File: src/rtl/uart_mmio_if.sv
// uart_mmio_if: MEM-stage data bus as seen by the UART.
interface uart_mmio_if;
   logic        rd;
   logic        wr;
   logic [31:0] addr;
   logic [31:0] wdata;
   logic [31:0] rdata;
   modport master (output rd, wr, addr, wdata, input rdata);
   modport slave (input rd, wr, addr, wdata, output rdata);
endinterface

File: src/rtl/uart_mmio.sv
// uart_mmio: memory-mapped 8N1 UART with TXD/RXD/CON registers and a level interrupt.
module uart_mmio #(
   parameter int          DIV  = 326,
   parameter logic [31:0] BASE = 32'h4000_0018
) (
   input  logic        clk,
   input  logic        reset,
   uart_mmio_if.slave  bus,
   input  logic        uart_rx,
   output logic        uart_tx,
   output logic        irq
);
   localparam int BT = 16 * DIV;
   localparam int CW = $clog2(BT);
   typedef enum logic [2:0] {IDLE, START, DATA, STOP, BRK} state_t;
   state_t tx_state, tx_next, rx_state, rx_next;
   logic [CW-1:0] tx_cnt, rx_cnt;
   logic [2:0] tx_bit, rx_bit;
   logic [7:0] tx_sh, rx_sh, rx_data;
   logic tx_done, rx_valid, rx_ovr, ferr, irq_en, s1, s2;
   logic a_txd, a_rxd, a_con, rd_rxd, rd_con, tx_busy;
   logic tx_load, tx_tick, tx_fin, rx_tick, rx_half, rx_ok, rx_bad;
   logic unused_wdata;
   assign unused_wdata = ^bus.wdata[31:8];
   assign a_txd = bus.addr == BASE;
   assign a_rxd = bus.addr == BASE + 32'd4;
   assign a_con = bus.addr == BASE + 32'd8;
   assign rd_rxd = bus.rd && a_rxd;
   assign rd_con = bus.rd && a_con;
   assign tx_busy = tx_state != IDLE;
   assign bus.rdata = !bus.rd ? '0 : a_rxd ? {24'b0, rx_data} :
                      a_con ? {26'b0, ferr, irq_en, rx_ovr, tx_busy, rx_valid, tx_done} : '0;
   assign irq = irq_en & (rx_valid | tx_done);
   assign tx_load = bus.wr && a_txd && !tx_busy;
   assign tx_tick = tx_cnt == CW'(BT - 1);
   assign tx_fin = tx_state == STOP && tx_tick;
   assign uart_tx = tx_state == START ? 1'b0 : tx_state == DATA ? tx_sh[0] : 1'b1;
   always_ff @(posedge clk or negedge reset)
      if (!reset) tx_state <= IDLE;
      else tx_state <= tx_next;
   always_comb begin
      tx_next = tx_state;
      case (tx_state)
         IDLE:    tx_next = tx_load ? START : IDLE;
         START:   tx_next = tx_tick ? DATA : START;
         DATA:    tx_next = tx_tick && tx_bit == 3'd7 ? STOP : DATA;
         STOP:    tx_next = tx_tick ? IDLE : STOP;
         default: tx_next = IDLE;
      endcase
   end
   always_ff @(posedge clk or negedge reset)
      if (!reset) begin
         tx_cnt <= '0;
         tx_bit <= '0;
         tx_sh  <= '0;
      end else begin
         tx_cnt <= (!tx_busy || tx_tick) ? '0 : tx_cnt + 1'b1;
         tx_bit <= tx_state != DATA ? 3'd0 : tx_tick ? tx_bit + 3'd1 : tx_bit;
         if (tx_load) tx_sh <= bus.wdata[7:0];
         else if (tx_state == DATA && tx_tick) tx_sh <= tx_sh >> 1;
      end
   // s1/s2 reset high so the idle line is not mistaken for a start bit
   always_ff @(posedge clk or negedge reset)
      if (!reset) {s1, s2} <= 2'b11;
      else {s1, s2} <= {uart_rx, s1};
   assign rx_tick = rx_cnt == CW'(BT - 1);
   assign rx_half = rx_cnt == CW'(BT / 2 - 1);
   assign rx_ok = rx_state == STOP && rx_tick && s2;
   assign rx_bad = rx_state == STOP && rx_tick && !s2;
   always_ff @(posedge clk or negedge reset)
      if (!reset) rx_state <= IDLE;
      else rx_state <= rx_next;
   always_comb begin
      rx_next = rx_state;
      case (rx_state)
         IDLE:    rx_next = !s2 ? START : IDLE;
         START:   rx_next = !rx_half ? START : s2 ? IDLE : DATA;
         DATA:    rx_next = rx_tick && rx_bit == 3'd7 ? STOP : DATA;
         STOP:    rx_next = !rx_tick ? STOP : s2 ? IDLE : BRK;
         BRK:     rx_next = s2 ? IDLE : BRK;
         default: rx_next = IDLE;
      endcase
   end
   always_ff @(posedge clk or negedge reset)
      if (!reset) begin
         rx_cnt <= '0;
         rx_bit <= '0;
         rx_sh  <= '0;
      end else begin
         rx_cnt <= (rx_state == IDLE || rx_state == BRK || (rx_state == START && rx_half) || rx_tick)
                   ? '0 : rx_cnt + 1'b1;
         rx_bit <= rx_state != DATA ? 3'd0 : rx_tick ? rx_bit + 3'd1 : rx_bit;
         if (rx_state == DATA && rx_tick) rx_sh <= {s2, rx_sh[7:1]};
      end
   // new events take priority over the clears caused by reads in the same cycle
   always_ff @(posedge clk or negedge reset)
      if (!reset) begin
         tx_done  <= 1'b0;
         rx_valid <= 1'b0;
         rx_ovr   <= 1'b0;
         ferr     <= 1'b0;
         irq_en   <= 1'b0;
         rx_data  <= '0;
      end else begin
         tx_done  <= tx_fin | (tx_done & !rd_con);
         rx_valid <= rx_ok | (rx_valid & !rd_rxd);
         rx_ovr   <= (rx_ok & rx_valid & !rd_rxd) | (rx_ovr & !rd_con);
         ferr     <= rx_bad | (ferr & !rd_con);
         if (bus.wr && a_con) irq_en <= bus.wdata[4];
         if (rx_ok) rx_data <= rx_sh;
      end
endmodule

File: src/flat_wrapper.sv
// flat-port wrapper written by rule: the top's interface ports become plain ports
module uart_mmio_flat 
#(
   parameter int          DIV  = 326,
   parameter logic [31:0] BASE = 32'h4000_0018
)
  (clk, reset, uart_rx, uart_tx, irq, bus_rd, bus_wr, bus_addr, bus_wdata, bus_rdata);
  uart_mmio_if bus_i ();
  input  logic clk;
  input  logic reset;
  input  logic uart_rx;
  output logic uart_tx;
  output logic irq;
  input wire logic [$bits(bus_i.rd)-1:0] bus_rd;
  input wire logic [$bits(bus_i.wr)-1:0] bus_wr;
  input wire logic [$bits(bus_i.addr)-1:0] bus_addr;
  input wire logic [$bits(bus_i.wdata)-1:0] bus_wdata;
  output wire logic [$bits(bus_i.rdata)-1:0] bus_rdata;
  assign bus_i.rd = bus_rd;
  assign bus_i.wr = bus_wr;
  assign bus_i.addr = bus_addr;
  assign bus_i.wdata = bus_wdata;
  assign bus_rdata = bus_i.rdata;
  uart_mmio #(.DIV(DIV), .BASE(BASE)) u_core (.clk(clk), .reset(reset), .bus(bus_i), .uart_rx(uart_rx), .uart_tx(uart_tx), .irq(irq));
endmodule
File: config.mk
export PLATFORM = sky130hd
export DESIGN_NAME = uart_mmio_flat
export DESIGN_NICKNAME = d
export VERILOG_FILES = /design/src/rtl/uart_mmio_if.sv /design/src/rtl/uart_mmio.sv /design/src/flat_wrapper.sv
export SDC_FILE = /design/constraint.sdc
export NUM_CORES = 1
export LEC_CHECK = 0
export CAP_MARGIN = 40
export CORE_UTILIZATION = 50
export CTS_CLUSTER_DIAMETER = 60
export DETAILED_ROUTE_END_ITERATION = 7
export GPL_TIMING_DRIVEN = 0
export PLACE_DENSITY_LB_ADDON = 0.15
export SYNTH_ARGS = -nofsm -noshare
export SYNTH_HDL_FRONTEND = slang
export SYNTH_SLANG_ARGS = --single-unit
File: constraint.sdc
create_clock -name clk -period 4.1 [get_ports clk]
set_input_delay 0.82 -clock clk [delete_from_list [all_inputs] [get_ports clk]]
set_output_delay 0.82 -clock clk [all_outputs]
set_load 0.005 [all_outputs]
==> reports/summary.md <==
The share of the clock period used by the worst path after layout was 0.948; the global-route track usage on met3 was 0.0531. The height of the die was 87.4 µm; the minimum setup slack among reg-to-reg paths was 2.01 ns. The internal portion of the total power is 0.00102 W. The switching part of the total is 0.238, and the final sum of negative setup slack is 0 ns. TritonCTS built the clock tree. The run gives 0 as the max-slew violation count.

The fraction of layout instances using a drive strength above 1 is 0.205, and the largest incremental delay on the critical path is 0.44 ns. The fraction of synthesized cell area taken by the top area cell type is 0.453, and the number of storage elements in the synthesis netlist is 68. On the critical path, the stage with the largest delay is an instance of clkdlybuf4s50_1. The cell sitting at the root of the clock tree is a clkbuf_8. The tools report the fraction of power consumed by sequential logic as 0.503.

In this design, the critical path's most frequently occurring cell is clkdlybuf4s50_1. The leakage power total came out at 2.13 nW. The category of the worst setup path launch point was an input pin.

Dividing the detail-routed via count by the number of cells gives 5.03. Yosys printed 0 warnings. The synthesized design contains 0 enable-type register cells. Final cell count without fillers: 544. The layer flagged by global routing as most heavily used is met2. The logs give 7640 µm² for the die footprint and 103 for the I/O pin total. The tools report the initial antenna violation count as 0. The completed layout was analyzed and its total power is 0.00134 W. The global-route wire length before repair is 11.9 mm. The number of endpoints with negative hold slack in the final report came out at 0.

The power density normalized to cell area was 286 nW/µm²; the count of unresolved DRC violations after routing was 0. The tools report the total routing usage reported by global routing as 0.202. Among all flip-flop cells after synthesis, the most frequent one is dfrtp_1. Routability-driven placement finished with a final weighted congestion of 0.799. Entering global routing, the biggest net connects 57 pins.

For the number of fill cells in the layout, the log shows 561. For this run the aggregate overflow at the end of global routing stands at 0. Clock skew on the completed layout was measured at 0.00456 ns.

For the combinational power share, the log shows 0.067. The slew at the pin closest to its max-slew limit is 0.529 ns. The part of the total power dissipated in the clock network was 0.430.

Tightest hold margin: 0.310 ns. Type of the tightest min-delay check: input pin to async pin. The run gives 0.468 as the sequential element share of the synthesized area. Ranked by instance count, the synthesized netlist is headed by dfrtp_1 (66), nor2_1 (41), nand2_1 (26). Clock latency on the worst-skew pair: 0.35 ns. The cell count after synthesis came out at 350. Walking the worst path, the cells encountered are clkdlybuf4s50_1, nor4_2, nand4_1, or2_2, o22a_1, clkdlybuf4s50_1.

Number of diodes added for antenna fixing: 0. After synthesis, the cell types taking the most area are dfrtp_1 (45%), mux2_2 (6.2%), buf_4 (4.9%), xnor2_1 (4.8%), nor2_1 (4.2%). The tools report the post-detailed-routing wire length as 7.11 mm. The detailed-route wire length per cell works out to 13.1 µm. The tools report the final net count as 518. For the number of sinks handled by clock tree synthesis, the log shows 68.

The kind of cell adding the most delay to the critical path is simple AND/OR/NAND/NOR gates. The first TritonRoute pass finished after 4 iterations. For the placed cell count, the log shows 524. The tools report the startpoint of the lowest-slack register-to-register path as u_core.rx_cnt[0]. The met2 usage in global routing is 0.338, and the highest attainable clock frequency is 257 MHz. The worst-case IR drop observed on VDD is 0.292 mV. Once detailed placement completed, the half-perimeter wirelength came to 5.21 mm. The worst path arrival time is 3.07 ns.

Clock tree synthesis inserted a total of 9 buffers. The logs give 0.528 for the starting density of the core and 0.000318 W for the switching power. The top fanout value on the critical path is 5, and the core outline area is 6910 µm².

Across all setup checks in the final design, the least slack found is 0.213 ns. The area growth from synthesis to layout is 28.4%. A synthesized cell averages 10.4 µm². The number of buffers inserted by port buffering was 54; the number of unique standard cell types used by synthesis was 51. Setup violations remaining at the end of the flow were counted as 0.

Setup repair after global routing left no endpoint under its margin. Netlist area before placement: 3640 µm². Once detail routing completed, the nets flagged for antenna violations numbered 0. The most numerous cell in the Yosys netlist was dfrtp_1.

By startpoint and endpoint, the worst setup path is classified as input pin to output port. Counting both buffers and inverters, the worst setup path holds a total of 2. The tools report the capturing element type of the critical path as an output port.

The number of placement rows is 30, and the number of global-route vias before repair is 2644. After clock tree synthesis, the clock-pin slew on the worst setup and hold paths is 0.08 ns. Across the run, the number of max-cap violations was 0.

Of all cell types, the one taking the most synthesized area is dfrtp_1. The die is 87.4 µm wide. At the worst endpoint, the required time is 3.28 ns. The flow ran to the end, and the final reports show no timing, DRC or antenna violations. The relative max-transition margin is 0.644. Prior to clock tree synthesis, the placed netlist has a worst setup slack of 0.0225 ns. The endpoint identified for the worst register-to-register timing path is u_core.rx_data[3].

The proportion of register bits with asynchronous set or reset after synthesis came out at 1.00. The cell count of the worst reg-to-reg path was 6; the number of violations reported at the end of detailed-routing iteration 0 was 121. The deepest level of the CTS H-tree is 3, and the maximum number of buffers from clock root to sink is 2.

The met1 routing resource usage after global routing is 0.260, and the routed via count is 2738. The number of buffers inserted for hold repair after clock tree synthesis was 0. The routed design could run at a clock period as short as 3.89 ns.
==> power by group through the flow <==
stage	logic (W)	registers [W]	clock network (W)
3_3_place_gp	0.0000846	0.000686	0
6_report	0.0000901	0.000672	0.000575
3_5_place_dp	0.0000885	0.000686	0
4_1_cts	0.0000890	0.000672	0.000591
2_1_floorplan	0.0000273	0.000686	0
5_1_grt	0.0000998	0.000673	0.000615
==> how the worst max path moves through the flow <==
stage                     cells past startpoint  slack (ns)        start              end
after floorplan                               4        1.26  bus_addr[6]     bus_rdata[0]
after detailed placement                      6        0.02  bus_addr[1]     bus_rdata[4]
final                                         6        0.21  bus_addr[1]     bus_rdata[0]
after CTS                                     6        0.02  bus_addr[1]     bus_rdata[4]
after global placement                        1       -0.04        reset  u_core.rx_sh[6]
after global routing                          6        0.03  bus_addr[1]     bus_rdata[5]
==> cells by family (layout without fill, tap and decap cells) <==
logic type | Yosys count | after routing | share of synthesized area
AOI/OAI and AO/OA | 30 | 30 | 0.0570
xor gates and xnor gates | 25 | 25 | 0.0601
adders and majority gates | 6 | 6 | 0.0206
buffers and inverters | 46 | 121 | 0.0748
DFF | 68 | 68 | 0.468
muxes | 30 | 30 | 0.100
other | 1 | 24 | 0.00103
and+or+nand+nor | 144 | 144 | 0.219
==> repair_timing <==
item	in CTS	in global routing
setup buffers	0	4
gates resized for setup	0	4
endpoints found under the setup margin	0	8
==> cell usage in the layout, fill, tap and decap left out, types with 5 or more instances in the layout <==
master           instances
nand4_1                 11
xor2_1                   5
buf_4                   29
xnor2_1                 20
mux2_2                  20
nor2_1                  41
o21ai_0                  7
nand2_1                 26
nor3_1                  12
mux2_4                   8
ha_1                     6
o31ai_1                  5
dfrtp_1                 66
o22a_1                   5
clkbuf_8                 9
a21oi_1                  6
conb_1                  24
clkdlybuf4s50_1         53
nand3_1                 10
inv_1                   15
nor4_1                  11
==> cell type report <==
| cell class | instances | area [µm²] | area share |
|---|---|---|---|
| plain buffers | 31 | 216 | 0.0463 |
| clock buffers | 9 | 124 | 0.0265 |
| clock inverters | 7 | 82.6 | 0.0177 |
| inverters | 15 | 56.3 | 0.0120 |
| multi-input cells | 259 | 1780 | 0.380 |
| flip-flops and latches | 68 | 1700 | 0.364 |
| well taps | 96 | 120 | 0.0257 |
| repair buffers | 59 | 596 | 0.127 |
==> metal layers <==
layer  vias up  wire [µm]
li1       1381          -
met3         7        347
met1      1291       3250
met4         0         69
met2        59       3450
met5         -          0
==> state kept, by name (all words and copies together), names as in the netlist, 2 cells and up <==
register         count
u_core.tx_bit        3
u_core.tx_state      2
u_core.rx_data       8
u_core.tx_sh         8
u_core.rx_cnt       13
u_core.rx_state      3
u_core.rx_sh         8
u_core.rx_bit        3
u_core.tx_cnt       13
==> metrics by stage <==
step | area, µm² | util
after detailed placement | 4420 | 0.639
after global routing | 4680 | 0.677
after CTS | 4620 | 0.669
final | 4680 | 0.677
after global placement | 4390 | 0.636
after floorplan | 3730 | -
Power figures use the tool's default switching activity.
